## src/rtl/alu_mul_seq.sv

```systemverilog
// Shift-and-add multiply / multiply-accumulate sequencer that borrows the shared
// ALU for one add per cycle through a req/gnt handshake and returns {N,Z} flags.
module alu_mul_seq #(
  parameter int WIDTH = 32
) (
  input  logic             clk,
  input  logic             reset,
  input  logic             start,
  input  logic             accumulate,
  input  logic [WIDTH-1:0] A,
  input  logic [WIDTH-1:0] B,
  input  logic [WIDTH-1:0] Acc,
  output logic             busy,
  output logic             done,
  output logic [WIDTH-1:0] Product,
  output logic [1:0]       Flags,
  output logic             alu_req,
  input  logic             alu_gnt,
  output logic [WIDTH-1:0] AluSrcA,
  output logic [WIDTH-1:0] AluSrcB,
  output logic [2:0]       AluControl,
  output logic             AluCarry,
  input  logic [WIDTH-1:0] AluResult
);

  typedef enum logic [1:0] {
    S_IDLE = 2'd0,
    S_ITER = 2'd1,
    S_DONE = 2'd2
  } state_t;

  state_t           r_state;
  logic [WIDTH-1:0] r_acc;
  logic [WIDTH-1:0] r_mcand;
  logic [WIDTH-1:0] r_mult;
  logic [WIDTH-1:0] w_mult_shr;
  logic [WIDTH-1:0] w_seed;
  logic             w_in_iter;

  function automatic logic [1:0] nz_flags(input logic [WIDTH-1:0] v);
    return {v[WIDTH-1], (v == '0)};
  endfunction

  assign w_in_iter  = (r_state == S_ITER);
  assign w_mult_shr = r_mult >> 1;
  assign w_seed     = accumulate ? Acc : '0;

  // ALU drive depends only on registered state, never on alu_gnt.
  assign alu_req    = w_in_iter;
  assign AluSrcA    = w_in_iter ? r_acc : '0;
  assign AluSrcB    = (w_in_iter && r_mult[0]) ? r_mcand : '0;
  assign AluControl = 3'b000;
  assign AluCarry   = 1'b0;

  assign busy  = w_in_iter;
  assign done  = (r_state == S_DONE);
  assign Flags = nz_flags(Product);

  always_ff @(posedge clk) begin
    if (reset) begin
      r_state <= S_IDLE;
      r_acc   <= '0;
      r_mcand <= '0;
      r_mult  <= '0;
      Product <= '0;
    end else begin
      case (r_state)
        S_IDLE, S_DONE: begin
          if (start) begin
            r_mcand <= A;
            r_mult  <= B;
            r_acc   <= w_seed;
            if (B == '0) begin
              Product <= w_seed;
              r_state <= S_DONE;
            end else begin
              r_state <= S_ITER;
            end
          end else begin
            r_state <= S_IDLE;
          end
        end
        S_ITER: begin
          // A dropped grant freezes every register, so the operands stay put.
          if (alu_gnt) begin
            r_acc   <= AluResult;
            r_mcand <= r_mcand << 1;
            r_mult  <= w_mult_shr;
            if (w_mult_shr == '0) begin
              Product <= AluResult;
              r_state <= S_DONE;
            end
          end
        end
        default: r_state <= S_IDLE;
      endcase
    end
  end

endmodule
```

## config.mk

```make
export PLATFORM = sky130hd
export DESIGN_NAME = alu_mul_seq
export DESIGN_NICKNAME = d
export VERILOG_FILES = /design/src/rtl/alu_mul_seq.sv
export SDC_FILE = /design/constraint.sdc
export NUM_CORES = 1
export LEC_CHECK = 0
export CAP_MARGIN = 40
export CORE_MARGIN = 2
export CORE_UTILIZATION = 34
export CTS_CLUSTER_SIZE = 10
export DETAILED_ROUTE_END_ITERATION = 10
export PLACE_DENSITY = 0.67
export SLEW_MARGIN = 20
export SYNTH_ARGS = -nofsm -noshare
export SYNTH_HDL_FRONTEND = slang
export SYNTH_SLANG_ARGS = --single-unit
```

## constraint.sdc

```tcl
create_clock -name clk -period 1.7 [get_ports clk]
set_input_delay 0.255 -clock clk [delete_from_list [all_inputs] [get_ports clk]]
set_output_delay 0.255 -clock clk [all_outputs]
set_load 0.02 [all_outputs]
```

After elaboration in Yosys (flattened, before gate mapping)
Cells that the tools add are included.
- equality and inequality tests: 6
- mux-type cells: 22
- reductions and logical operators: 10
- operators with widths (cell ; number):
    $mux W32 ; 13
    $pmux W32 S2 ; 4
    $logic_not A32 Y1 ; 3
    $mux W2 ; 4
    $ne A2 B2 Y1 const B ; 3
    $reduce_and A5 Y1 ; 1
    $pmux W2 S2 ; 1
    $reduce_and A3 Y1 ; 1
    $eq A2 B1 Y1 const B ; 1
    $eq A2 B2 Y1 const B ; 1
    $logic_not A2 Y1 ; 1
    $ne A2 B1 Y1 const B ; 1
    $reduce_and A2 Y1 ; 1
    $reduce_bool A2 Y1 ; 1
    $reduce_or A2 Y1 ; 1
    $logic_and A1 B1 Y1 ; 1
- flip-flop bits (word level): 130
- input port bits: 133

Longest topological paths before layout
Gate-level depths: netlist of the first run.
- word-level depth: 4
- depth in mapped cells: 8
- gate-level depth less buffers: 6

Worst setup path after synthesis of the first run
No wires, ideal clock.
- path kind: register to register
- start point: register r_mult[11]
- end point: register Product[15]
- data arrival time: 1.469 ns
- slack: 0.085 ns
- stages on the path, launching flop included: 8
- path buffers: 2
- period minus slack after synthesis: 1.615 ns
- cells stage by stage: dfxtp_1 > nor4_1 > nand4_1 > nor3_2 > or2_1 > buf_4 > buf_6 > a211oi_1
- cells in the longest elaborated chain, start to end: 3
- ends and longest elaborated chain (what ; RTL line ; source):
    start: declaration ; 35 ; logic [WIDTH-1:0] r_mult;
    start signal: assignment ; 88 ; r_mult <= w_mult_shr;
    $logic_not A32 Y1 ; 89 ; if (w_mult_shr == '0) begin
    $ne A2 B1 Y1 (no source line) ; - ;
    $reduce_and A5 Y1 (no source line) ; - ;
    end signal: assignment ; 74 ; Product <= w_seed;
    end signal: assignment ; 90 ; Product <= AluResult;
    end: declaration ; 15 ; output logic [WIDTH-1:0] Product,
No other way between the ends.
A chain may end at the register's enable or synchronous reset.

Final worst setup path of the first run
- start point: register r_mult[18]
- end point: register r_state[1]
- cells in the longest elaborated chain, start to end: 3
- ends and longest elaborated chain (what ; RTL line ; source):
    $logic_not A32 Y1 ; 89 ;
    $ne A2 B1 Y1 (no source line) ; - ;
    $reduce_and A2 Y1 (no source line) ; - ;
    end signal: assignment ; 80 ; r_state <= S_IDLE;
    end signal: assignment ; 91 ; r_state <= S_DONE;
    end signal: assignment ; 95 ; default: r_state <= S_IDLE;
    end: declaration ; 32 ; state_t r_state;
No other way between the ends.

==> metrics.log, run 1 <==
INFO  metric ys_warn_count = 0
INFO  metric synth_area_per_cell = between 8 and 9 um^2
INFO  metric cts_buffer_depth = 2
INFO  metric vias = 7,178
INFO  metric first_pass_grt_wire_length = 36,630 um
INFO  metric port-buffer-count = 233
INFO  metric synth.lib_cells_used.distinct = 28
INFO  metric detailedRoute.firstPassIterationCount = 4
INFO  metric layout_overhead_on_the_synthesized_area = 89.14%
INFO  metric worstPathMaxFanout = 8
INFO  metric netlist_top_cells_area = sky130_fd_sc_hd__dfxtp_1, sky130_fd_sc_hd__a311oi_1, sky130_fd_sc_hd__nand2_1, sky130_fd_sc_hd__and3_1, sky130_fd_sc_hd__nor2_1
INFO  metric compound_gate_portion_of_the_synthesized_area = 0.2176
INFO  metric placed_cell_area = 9534 um^2
INFO  metric die_x = 139.2 um
INFO  metric synth-adder-area-share = 0
INFO  metric setup-violations-final = 96
INFO  metric r2r_cells = 7
INFO  metric p_clk_frac = 0.404
INFO  metric design.core.area = 17,960 um^2
INFO  metric globalplace.congestion = 0.8233
INFO  metric synth_top_family_by_area = simple AND/OR/NAND/NOR gates
INFO  metric cts.sink_count = 130
INFO  metric cts-root-buf = sky130_fd_sc_hd__clkbuf_16
INFO  metric critical_path.reg2reg.endpoint = r_state[1]$_SDFFE_PP0P_
INFO  metric setup-tns-final = -8.744 ns
INFO  metric worst_ep_required_time = 2.04 ns
INFO  metric start_kind = flop
INFO  metric power_frac_seq = 0.356
INFO  metric totalPowerFinal = around 9.7 mW
INFO  metric row_count = slightly below 50
INFO  metric grt_max_degree = 42
INFO  metric total_switching_power = 2.647 mW
INFO  metric drt_iter0_markers = 430
INFO  metric ir_drop = 0.0006856 V
INFO  metric timing.critical_path.slowest_stage_cell = sky130_fd_sc_hd__dfxtp_1
INFO  metric worst_setup_path_end_kind = flop
INFO  metric clkLatencyLatePin = around 0.41 ns
INFO  metric failed_checks = negative setup slack
INFO  metric worst_hold_startpoint = reset
INFO  metric grt_pass1_vias = just under 7,000
INFO  metric synthCells = 770
INFO  metric proportion_of_synthesized_area_in_mux_cells = 0
INFO  metric grt_usage = 0.2332
INFO  metric detailed_place_hpwl = between 10,000 and 15,000 um
INFO  metric leakage = 5.021 nW
INFO  metric power.density_cell_area = 825.7 nW/um^2
INFO  metric tritoncts.num_buffers = 17
INFO  metric post_synth_and_or_nand_nor_area_fraction = 0.2990
INFO  metric p_sw_frac = 0.2729
INFO  metric aggregate_routed_wire_length = 24,500 um
INFO  metric synth_xor_area_frac = 0
INFO  metric max_clock_freq = roughly 0.53 GHz
INFO  metric fin_nets = 1,235
INFO  metric final_common_cell = sky130_fd_sc_hd__clkdlybuf4s50_1
INFO  metric critical_path_arrival = 2.23 ns
INFO  metric timing_hold_violations_final = 0
INFO  metric synth.largest_area_cell = sky130_fd_sc_hd__dfxtp_1
INFO  metric syn_area = 6211 um^2
INFO  metric crit_path_cell_trace = nor4_1 > nand4_1 > nor3_4 > buf_6 > or2_4 > buf_8 > nor2b_1
INFO  metric tritoncts = built
INFO  metric worstHoldEndpoint = r_state[1]$_SDFFE_PP0P_
INFO  metric clock-skew-final = 0.009155 ns
INFO  metric placed_cells_incl_taps = 1,260
INFO  metric whs = around 0.3 ns
INFO  metric routed_wire_length_per_instance = 18.23 um
INFO  metric io-pin-count = 238
INFO  metric cts_max_level = 4
INFO  metric timing_worst_setup_path_type = reg -> reg
INFO  metric cts.clk_slew.worst_paths = around 0.060 ns
INFO  metric power_internal = 7.052 mW
INFO  metric rsz0062_at_grt = true
INFO  metric crit_family = simple AND/OR/NAND/NOR gates
INFO  metric number_of_max_capacitance_violations_reported = 0
INFO  metric die_h = 139.2 um
INFO  metric worst-r2r-setup-slack = -0.19 ns
INFO  metric layout.cells.non_filler = 1,344
INFO  metric final_antenna_net_count = 0
INFO  metric critical_path.reg2reg.startpoint = r_mult[18]$_SDFFE_PP0P_
INFO  metric hold-path-cell-count = 2
INFO  metric vias_per_cell = 5.341
INFO  metric hold_class = in -> reg
INFO  metric yosysTopAreaCellShare = 0.4190
INFO  metric postSynthRegisterBits = 130
INFO  metric synth_sequential_area_ratio = 0.4190
INFO  metric most-common-layout-cells = sky130_fd_sc_hd__clkdlybuf4s50_1, sky130_fd_sc_hd__nand2_1, sky130_fd_sc_hd__dfxtp_1
INFO  metric grt_antenna_before_repair = 1
INFO  metric cp_peak_stage_delay = between 0.3 and 0.4 ns
INFO  metric status = finished with violations
INFO  metric timing.final.ws_setup = -0.1897 ns
INFO  metric postLayoutCellArea = 11,750 um^2
INFO  metric critPathBufInv = 2
INFO  metric post-route-drc-count = 0
INFO  metric grt_total_ovfl = 0
INFO  metric timing.final.crit_period = 1.890 ns
INFO  metric share_comb_of_total_power = 0.240
INFO  metric design.die.area = 19,360 um^2
INFO  metric finalMaxSlewViolations = 0
INFO  metric period_utilization = 1.112
INFO  metric num_antenna_cells = 0
INFO  metric start_util = 0.3458
INFO  metric layout-drive-gt1-share = 0.3659
power groups by stage:
stage                     sequential, mW  combinational [mW]  clock [mW]
final                               3.45                2.33        3.92
after global routing                3.48                2.49        4.13
after CTS                           3.44                2.07        3.97
after detailed placement            3.49                1.75           0
after global placement              3.48                1.73           0
after floorplan                     3.46               0.863           0
cell usage after synthesis:
cell                         n
sky130_fd_sc_hd__nor2b_1     3
sky130_fd_sc_hd__conb_1      1
sky130_fd_sc_hd__inv_1       1
sky130_fd_sc_hd__nand4_1     6
sky130_fd_sc_hd__nor3_2      2
sky130_fd_sc_hd__and3_1     64
sky130_fd_sc_hd__o21ai_0     1
sky130_fd_sc_hd__a211oi_2   28
sky130_fd_sc_hd__buf_1       2
sky130_fd_sc_hd__inv_2       1
sky130_fd_sc_hd__o31ai_1     1
sky130_fd_sc_hd__dfxtp_1   130
sky130_fd_sc_hd__clkbuf_1   56
sky130_fd_sc_hd__nor3_1     33
sky130_fd_sc_hd__nand3_1     2
sky130_fd_sc_hd__buf_6       3
sky130_fd_sc_hd__a311oi_1   62
sky130_fd_sc_hd__buf_4      11
sky130_fd_sc_hd__a21oi_1    35
sky130_fd_sc_hd__nand2_1   126
sky130_fd_sc_hd__a211oi_1   36
sky130_fd_sc_hd__nand2_2     2
sky130_fd_sc_hd__nand2b_1    2
sky130_fd_sc_hd__and2_1     32
sky130_fd_sc_hd__nor2_1     95
sky130_fd_sc_hd__buf_2      11
sky130_fd_sc_hd__or2_1       1
sky130_fd_sc_hd__nor4_1     23
cell families after synthesis:
group,after synthesis
compound gates,163
buf+inv,85
flops,130
other cells,1
simple gates,391
per-layer routing:
metal  up-vias  global-route usage  part of all wire
li1       3456                   -                 -
met1      3443              0.3004              0.43
met2       230              0.3886              0.50
met3        47             0.04351             0.050
met4         2             0.08985             0.027
met5         -                   0           0.00053
state kept, by name (all words and copies together), names as in the netlist:
| signal | cells |
|---|---|
| r_mcand | 32 |
| r_acc | 32 |
| r_mult | 32 |
| Product | 32 |
| r_state | 2 |
metrics by stage:
stage	util	worst slack, ns
after global placement	0.5308	-0.4989
after detailed placement	0.5308	-0.5686
final	0.6540	-0.1897
after floorplan	-	0.08537
after CTS	0.6331	-0.2468
after global routing	0.6540	-0.2676
repair_timing:
item | in CTS | in global routing
gates cloned | 15 | 9
buffers inserted | 31 | 4
pin swaps | 42 | 32
hold buffers | 0 | 0
setup endpoints to repair | 223 | 177
gates resized for setup | 549 | 54
final cells by class:
class | count | area, um^2
Clock buffer | 19 | 452.9
Clock inverter | 13 | 182.7
Fill cell | 1458 | 6216
Inverter | 2 | 15.01
Multi-Input combinational cell | 560 | 3964
Sequential cell | 130 | 2609
Tap cell | 229 | 286.5
Timing Repair Buffer | 390 | 4227
Timing Repair inverter | 1 | 11.26
worst max path at each step:
stage | startpoint | end | slack [ns] | cells past startpoint
2_1_floorplan | r_mult[11]$_SDFFE_PP0P_ | Product[15]$_SDFFE_PP0P_ | 0.09 | 7
3_3_place_gp | B[14] | Product[9]$_SDFFE_PP0P_ | -0.50 | 7
3_5_place_dp | B[14] | Product[15]$_SDFFE_PP0P_ | -0.57 | 7
4_1_cts | r_mult[14]$_SDFFE_PP0P_ | Product[26]$_SDFFE_PP0P_ | -0.25 | 10
5_1_grt | r_mult[18]$_SDFFE_PP0P_ | r_state[1]$_SDFFE_PP0P_ | -0.27 | 7
6_report | r_mult[18]$_SDFFE_PP0P_ | r_state[1]$_SDFFE_PP0P_ | -0.19 | 7
No activity file was read; power rests on OpenSTA's default activity.
==> inputs of run 2 (changes only) <==
--- a/config.mk
+++ b/config.mk
@@ -10,6 +10,7 @@
 export CORE_UTILIZATION = 34
 export CTS_CLUSTER_SIZE = 10
 export DETAILED_ROUTE_END_ITERATION = 10
+export GPL_TIMING_DRIVEN = 0
 export PLACE_DENSITY = 0.67
 export SLEW_MARGIN = 20
 export SYNTH_ARGS = -nofsm -noshare
==> run 2 against run 1 <==
  * The run still ends with negative setup slack left
  * Register-to-register slack got worse by 0.02 ns
  * Count of clock-buffer cells in the layout grew 7
  * Via count down 4.9%
  * Combinational power down 15%
  * Die area unchanged
  * Sequential cell count did not move
  * Critical path depth rose by 1
  * Worst hold slack worse by 0.048 ns
  * Clock power decreased by 5%
==> metrics.log, run 2 (synthesis results as in run 1) <==
INFO  metric status = finished with violations
INFO  metric failed_checks = negative setup slack
INFO  metric cts.sink_count = 130 (unchanged)
INFO  metric critical_path.reg2reg.startpoint = r_mult[25]$_SDFFE_PP0P_
INFO  metric timing_hold_violations_final = 0 (unchanged)
INFO  metric design.die.area = 19,360 um^2 (unchanged)
INFO  metric cp_peak_stage_delay = 0.34 ns (+0.02 ns)
INFO  metric detailedRoute.firstPassIterationCount = 5 (+1)
INFO  metric worst-r2r-setup-slack = -0.21 ns (-0.02 ns)
INFO  metric grt_pass1_vias = 6,473 (-5.9%)
INFO  metric number_of_max_capacitance_violations_reported = 0 (unchanged)
INFO  metric route.met2.wl = 11,040 um (-9.2%)
INFO  metric cp_common_cell = sky130_fd_sc_hd__buf_4
INFO  metric timing.final.ws_setup = -0.2086 ns (-0.01883 ns)
INFO  metric power.density_cell_area = 850.1 nW/um^2 (+3.0%)
INFO  metric layout-drive-gt1-share = 0.3243 (-0.04165)
INFO  metric most-common-layout-cells = sky130_fd_sc_hd__clkdlybuf4s50_1, sky130_fd_sc_hd__nand2_1, sky130_fd_sc_hd__dfxtp_1
INFO  metric wl_met1 = 10,690 um (+2.4%)
INFO  metric grt_max_degree = 17 (-60%)
INFO  metric port-buffer-count = 232 (-0.43%)
INFO  metric routed_wire_length_per_instance = 18.10 um (-0.72%)
INFO  metric cts_max_level = 4 (unchanged)
INFO  metric layout.cells.non_filler = 1,296 (-3.6%)
INFO  metric row_count = 49 (unchanged)
INFO  metric io-pin-count = 238 (unchanged)
INFO  metric clock-skew-final = 0.009878 ns (+0.0007222 ns)
INFO  metric period_utilization = 1.123 (+0.01108)
INFO  metric wl_met3 = 1171 um (-5.0%)
INFO  metric drt_iter0_markers = 437 (+1.6%)
INFO  metric worst_ep_required_time = 2.03 ns (about the same)
INFO  metric finalMaxSlewViolations = 0 (unchanged)
INFO  metric final_antenna_net_count = 0 (unchanged)
INFO  metric max_clock_freq = 0.5240 GHz (-0.99%)
INFO  metric grt_total_ovfl = 0 (unchanged)
INFO  metric layout_overhead_on_the_synthesized_area = 74.03%
INFO  metric cts.clk_slew.worst_paths = 0.06 ns (about the same)
INFO  metric first_pass_grt_wire_length = 35,720 um (-2.5%)
INFO  metric aggregate_routed_wire_length = 23,450 um (-4.3%)
INFO  metric vias = 6,825 (-4.9%)
INFO  metric worst_slew_margin_rel = 0.4731
INFO  metric fin_nets = 1,189 (-3.7%)
INFO  metric crit_path_cell_trace = nor4_4 > nand4_1 > nor3_4 > buf_6 > buf_4 > buf_4 > nor3_1 > a211oi_2
INFO  metric die_h = 139.2 um (unchanged)
INFO  metric critPathBufInv = 3 (+1)
INFO  metric clkLatencyLatePin = 0.42 ns (about the same)
INFO  metric final_common_cell = sky130_fd_sc_hd__clkdlybuf4s50_1
INFO  metric timing.final.crit_period = 1.909 ns (+0.01883 ns)
INFO  metric tritoncts.num_buffers = 17 (unchanged)
INFO  metric timing.critical_path.from = r_mult[25]$_SDFFE_PP0P_
INFO  metric start_util = 0.3458 (unchanged)
INFO  metric worstPathMaxFanout = 5 (-3)
INFO  metric rsz0062_at_grt = true
INFO  metric post_route_utilization = 0.6017 (-0.05224)
INFO  metric worst_setup_path_end_kind = flop
INFO  metric cts-root-buf = sky130_fd_sc_hd__clkbuf_16
INFO  metric start_kind = flop
INFO  metric crit_family = simple AND/OR/NAND/NOR gates
INFO  metric worst_hold_startpoint = reset
INFO  metric design.core.area = 17,960 um^2 (unchanged)
INFO  metric grt_antenna_before_repair = 0 (-1)
INFO  metric setup-violations-final = 98 (+2.1%)
INFO  metric ir_drop = 0.0007115 V (+3.8%)
INFO  metric timing.critical_path.slowest_stage_cell = sky130_fd_sc_hd__dfxtp_2
INFO  metric critical_path_arrival = 2.24 ns (about the same)
INFO  metric leakage = 4.595 nW (-8.5%)
INFO  metric timing_worst_setup_path_type = reg -> reg
INFO  metric cts_stage_hold_buffer_count = 0 (unchanged)
INFO  metric cts_buffer_depth = 2 (unchanged)
INFO  metric tritoncts = built
INFO  metric placed_cells_incl_taps = 1,234 (-2.1%)
INFO  metric tightestPinTransition = 0.7904 ns
INFO  metric globalplace.congestion = 0.8075 (-1.9%)
INFO  metric maxUsedRoutingLayer = met4
INFO  metric detailed_place_hpwl = 16,470 um (+14%)
INFO  metric grt_usage = 0.2305 (-0.002675)
INFO  metric vias_per_cell = 5.266 (-1.4%)
INFO  metric hold_class = in -> reg
INFO  metric num_antenna_cells = 0 (unchanged)
INFO  metric die_x = 139.2 um (unchanged)
INFO  metric post-route-drc-count = 0 (unchanged)
==> run 2: cell type report <==
cell class | instances | area [um^2]
plain buffers | 76 | 569.3
fillers | 1542 | 7154
well taps | 229 | 286.5
clock inverters | 4 | 70.07
clock buffers | 26 | 529.3
repair buffers | 271 | 2930
multi-input cells | 558 | 3777
flip-flops and latches | 130 | 2626
inverters | 2 | 20.02
==> run 2: path summary, 6_finish.rpt <==
| path | endpoint | cells past startpoint |
|---|---|---|
| min reg2reg | r_mcand[22]$_SDFFE_PP0P_ | 2 |
| max | Product[25]$_SDFFE_PP0P_ | 8 |
| max reg2reg | Product[25]$_SDFFE_PP0P_ | 8 |
| min | r_state[1]$_SDFFE_PP0P_ | 2 |
==> run 2: timing repair <==
item / CTS / global route
pin swaps: 14 / 31
endpoints found under the setup margin: 199 / 206
hold endpoints to repair: 0 / 0
setup buffers: 18 / 11
resized for setup: 479 / 223
gates cloned: 3 / 7
==> run 2: through the flow <==
step	total power [mW]	instance area (um^2)	setup slack [ns]	TNS, ns	hold WS, ns
finish	9.189	10810	-0.2086	-12.73	0.2501
global route	9.569	10810	-0.2549	-19.38	0.3069
CTS	8.898	9941	-0.1339	-9.432	0.2299
detailed placement	5.052	8831	-0.8602	-104.52	0.4846
global placement	5.035	8831	-0.8671	-105.14	0.4727
floorplan	4.323	6222	0.08537	0	0.3910
==> run 2: report_power, final <==
group	leakage (nW)	internal, mW	switching [mW]
clock	0.298	2.41	1.30
combinational	3.22	0.989	0.984
sequential	1.08	3.29	0.203
total	4.59	6.70	2.49
==> run 2: per-layer routing <==
| metal | global-route usage | vias to the layer above |
|---|---|---|
| met1 | 0.3160 | 3213 |
| met5 | 0 | - |
| met4 | 0.08187 | 0 |
| met3 | 0.04109 | 41 |
| met2 | 0.3656 | 228 |
| li1 | - | 3343 |
==> inputs of run 3 (changes only) <==
--- a/config.mk
+++ b/config.mk
@@ -12,6 +12,7 @@
 export DETAILED_ROUTE_END_ITERATION = 10
 export GPL_TIMING_DRIVEN = 0
 export PLACE_DENSITY = 0.67
+export SKIP_CTS_REPAIR_TIMING = 1
 export SLEW_MARGIN = 20
 export SYNTH_ARGS = -nofsm -noshare
 export SYNTH_HDL_FRONTEND = slang
==> run 3 against run 2 <==
  * The run still ends with negative setup slack left
  * Maximum frequency grew 4.8%
  * Core utilization shrank 2.7 points
  * Combinational power shrank 12%
  * Count of clock-buffer cells in the layout is the same
  * Clock skew is essentially flat
  * Clock power is essentially flat
  * Sequential power is essentially flat
  * Critical endpoint is now AluSrcB[29]
  * Largest power group unchanged
==> metrics.log, run 3 (synthesis results as in run 1) <==
INFO  metric status = finished with violations
INFO  metric failed_checks = negative setup slack
INFO  metric timing_hold_violations_final = 0 (unchanged)
INFO  metric postLayoutCellArea = 10,330 um^2 (-4.4%)
INFO  metric period_utilization = 1.071 (-0.05134)
INFO  metric worst_setup_path_end_kind = output port
INFO  metric finalMaxSlewViolations = 0 (unchanged)
INFO  metric clkLatencyLatePin = 0.42 ns (about the same)
INFO  metric totalPowerFinal = 8.950 mW (-2.6%)
INFO  metric whs = 0.1680 ns (-0.08214 ns)
INFO  metric tightestPinTransition = 0.7596 ns (-0.03080 ns)
INFO  metric detailedRoute.firstPassIterationCount = 5 (unchanged)
INFO  metric globalplace.congestion = 0.8075 (unchanged)
INFO  metric seq_area = 2614 um^2 (-0.48%)
INFO  metric clock-skew-final = 0.01009 ns (+0.0002171 ns)
INFO  metric grt_antenna_before_repair = 0 (unchanged)
INFO  metric aggregate_routed_wire_length = 22,890 um (-2.4%)
INFO  metric grt_pass1_vias = 6,319 (-2.4%)
INFO  metric p_sw_frac = 0.2693 (-0.001923)
INFO  metric tritoncts = built
INFO  metric multi_input_area = 3560 um^2 (-5.8%)
INFO  metric timing.final.crit_period = 1.821 ns (-0.08729 ns)
INFO  metric power_frac_seq = 0.389 (+0.008)
INFO  metric worst_slew_margin_rel = 0.4936 (+0.02053)
INFO  metric tritoncts.num_buffers = 17 (unchanged)
INFO  metric layout_overhead_on_the_synthesized_area = 66.32%
INFO  metric final_antenna_net_count = 0 (unchanged)
INFO  metric design.die.area = 19,360 um^2 (unchanged)
INFO  metric cp_peak_stage_delay = 0.31 ns (-0.03 ns)
INFO  metric routed_wire_length_per_instance = 17.89 um (-1.2%)
INFO  metric power.density_cell_area = 866.4 nW/um^2 (+1.9%)
INFO  metric nFillCells = 1,609 (+4.3%)
INFO  metric timing.critical_path.slowest_stage_cell = sky130_fd_sc_hd__dfxtp_2
INFO  metric cts.clk_slew.worst_paths = 0.05 ns (about the same)
INFO  metric share_comb_of_total_power = 0.195 (-0.020)
INFO  metric ir_drop = 0.0007028 V (-1.2%)
INFO  metric rsz0062_at_grt = true
INFO  metric critical_path_arrival = 1.57 ns (-0.67 ns)
INFO  metric post_route_utilization = 0.5751 (-0.02668)
INFO  metric drt_iter0_markers = 348 (-20%)
INFO  metric port-buffer-count = 232 (unchanged)
INFO  metric final_common_cell = sky130_fd_sc_hd__clkdlybuf4s50_1
INFO  metric layout-drive-gt1-share = 0.2664 (-0.05786)
INFO  metric row_count = 49 (unchanged)
INFO  metric design.core.area = 17,960 um^2 (unchanged)
INFO  metric crit_path_cell_trace = nand2b_4 > inv_8 > buf_12 > clkbuf_16 > and3_4 > buf_6
INFO  metric hold_class = in -> reg
INFO  metric cts_buffer_depth = 2 (unchanged)
INFO  metric fin_nets = 1,173 (-1.3%)
INFO  metric total_switching_power = 2.410 mW (-3.3%)
INFO  metric max_clock_freq = 0.5491 GHz (+4.8%)
INFO  metric start_kind = flop
INFO  metric cts.sink_count = 130 (unchanged)
INFO  metric timing.final.ws_setup = -0.1213 ns (+0.08729 ns)
INFO  metric timing_worst_setup_path_type = reg -> out
INFO  metric placed_cell_area = 8831 um^2 (unchanged)
INFO  metric post-route-drc-count = 0 (unchanged)
INFO  metric vias = 6,696 (-1.9%)
INFO  metric leakage = 4.541 nW (-1.2%)
INFO  metric die_x = 139.2 um (unchanged)
INFO  metric grt_usage = 0.2221 (-0.008406)
INFO  metric setup-violations-final = 84 (-14%)
INFO  metric grt_total_ovfl = 0 (unchanged)
INFO  metric most-common-layout-cells = sky130_fd_sc_hd__clkdlybuf4s50_1, sky130_fd_sc_hd__nand2_1, sky130_fd_sc_hd__dfxtp_1
INFO  metric power_internal = 6.540 mW (-2.3%)
INFO  metric worst_ep_required_time = 1.44 ns (-0.59 ns)
INFO  metric worstPathMaxFanout = 8 (+3)
INFO  metric start_util = 0.3458 (unchanged)
INFO  metric vias_per_cell = 5.231 (-0.66%)
INFO  metric num_antenna_cells = 0 (unchanged)
INFO  metric io-pin-count = 238 (unchanged)
INFO  metric number_of_max_capacitance_violations_reported = 0 (unchanged)
INFO  metric die_h = 139.2 um (unchanged)
INFO  metric cts-root-buf = sky130_fd_sc_hd__clkbuf_16
INFO  metric first_pass_grt_wire_length = 34,470 um (-3.5%)
INFO  metric p_clk_frac = 0.416 (+0.011)
INFO  metric grt_max_degree = 17 (unchanged)
INFO  metric cts_max_level = 4 (unchanged)
INFO  metric placed_cells_incl_taps = 1,234 (unchanged)
INFO  metric detailed_place_hpwl = 16,470 um (unchanged)
INFO  metric layout.cells.non_filler = 1,280 (-1.2%)
## run 3: changes by cell type in the layout (fill, tap and decap cells not counted), moves of 8 or more
| cell | delta |
|---|---|
| sky130_fd_sc_hd__a311oi_1 | +12 |
| sky130_fd_sc_hd__clkbuf_2 | +13 |
| sky130_fd_sc_hd__nor4_2 | +8 |
| sky130_fd_sc_hd__and3_1 | +16 |
| sky130_fd_sc_hd__and2_1 | +13 |
| sky130_fd_sc_hd__and3_4 | -16 |
| sky130_fd_sc_hd__and2_4 | -13 |
| sky130_fd_sc_hd__a311oi_2 | -12 |
| sky130_fd_sc_hd__dlygate4sd2_1 | -12 |
| sky130_fd_sc_hd__dlymetal6s2s_1 | +12 |
| sky130_fd_sc_hd__buf_6 | -26 |
## run 3: final timing paths
kind / startpoint / endpoint / slack (ns) / depth (start not counted)
max: r_state[1]$_SDFFE_PP0P_ / AluSrcB[29] / -0.12 / 6
min: B[24] / r_mult[24]$_SDFFE_PP0P_ / 0.17 / 3
max reg2reg: r_mult[21]$_SDFFE_PP0P_ / Product[16]$_SDFFE_PP0P_ / -0.11 / 7
min reg2reg: r_mcand[21]$_SDFFE_PP0P_ / r_mcand[22]$_SDFFE_PP0P_ / 0.48 / 2
## run 3: worst max-delay path: cells and delay by family (launching register included)
kind                   cells  cell delay (ns)
flip-flops                 1             0.31
AND/OR/NAND/NOR            2             0.34
buffers and inverters      4             0.49
## run 3: routing by layer
metal  wire length, um  GRT usage
met5                 0          0
met4               522    0.07762
met3              1022    0.04075
met2             10800     0.3503
met1             10550     0.3059
## run 3: area by class of cell
cell class                 count  area share
multi-input combinational    558      0.3446
timing repair buffer         249      0.2561
sequential                   130      0.2530
buffer                        82     0.05911
clock buffer                  26     0.05124
tap                          229     0.02774
clock inverter                 4    0.006783
inverter                       2    0.001453
## run 3: power by group through the flow
stage                     combinational (mW)  sequential [mW]  clock [mW]
after floorplan                        0.863             3.46           0
after global placement                  1.53             3.50           0
after detailed placement                1.54             3.51           0
after CTS                               1.55             3.44        3.75
after global routing                    1.91             3.51        3.91
final                                   1.74             3.49        3.72
## run 3: per-stage QoR
step,setup slack [ns],TNS [ns]
final,-0.1213,-7.320
after global routing,-0.2384,-15.67
after CTS,-1.312,-123.52
after detailed placement,-0.8602,-104.52
after global placement,-0.8671,-105.14
after floorplan,0.08537,0
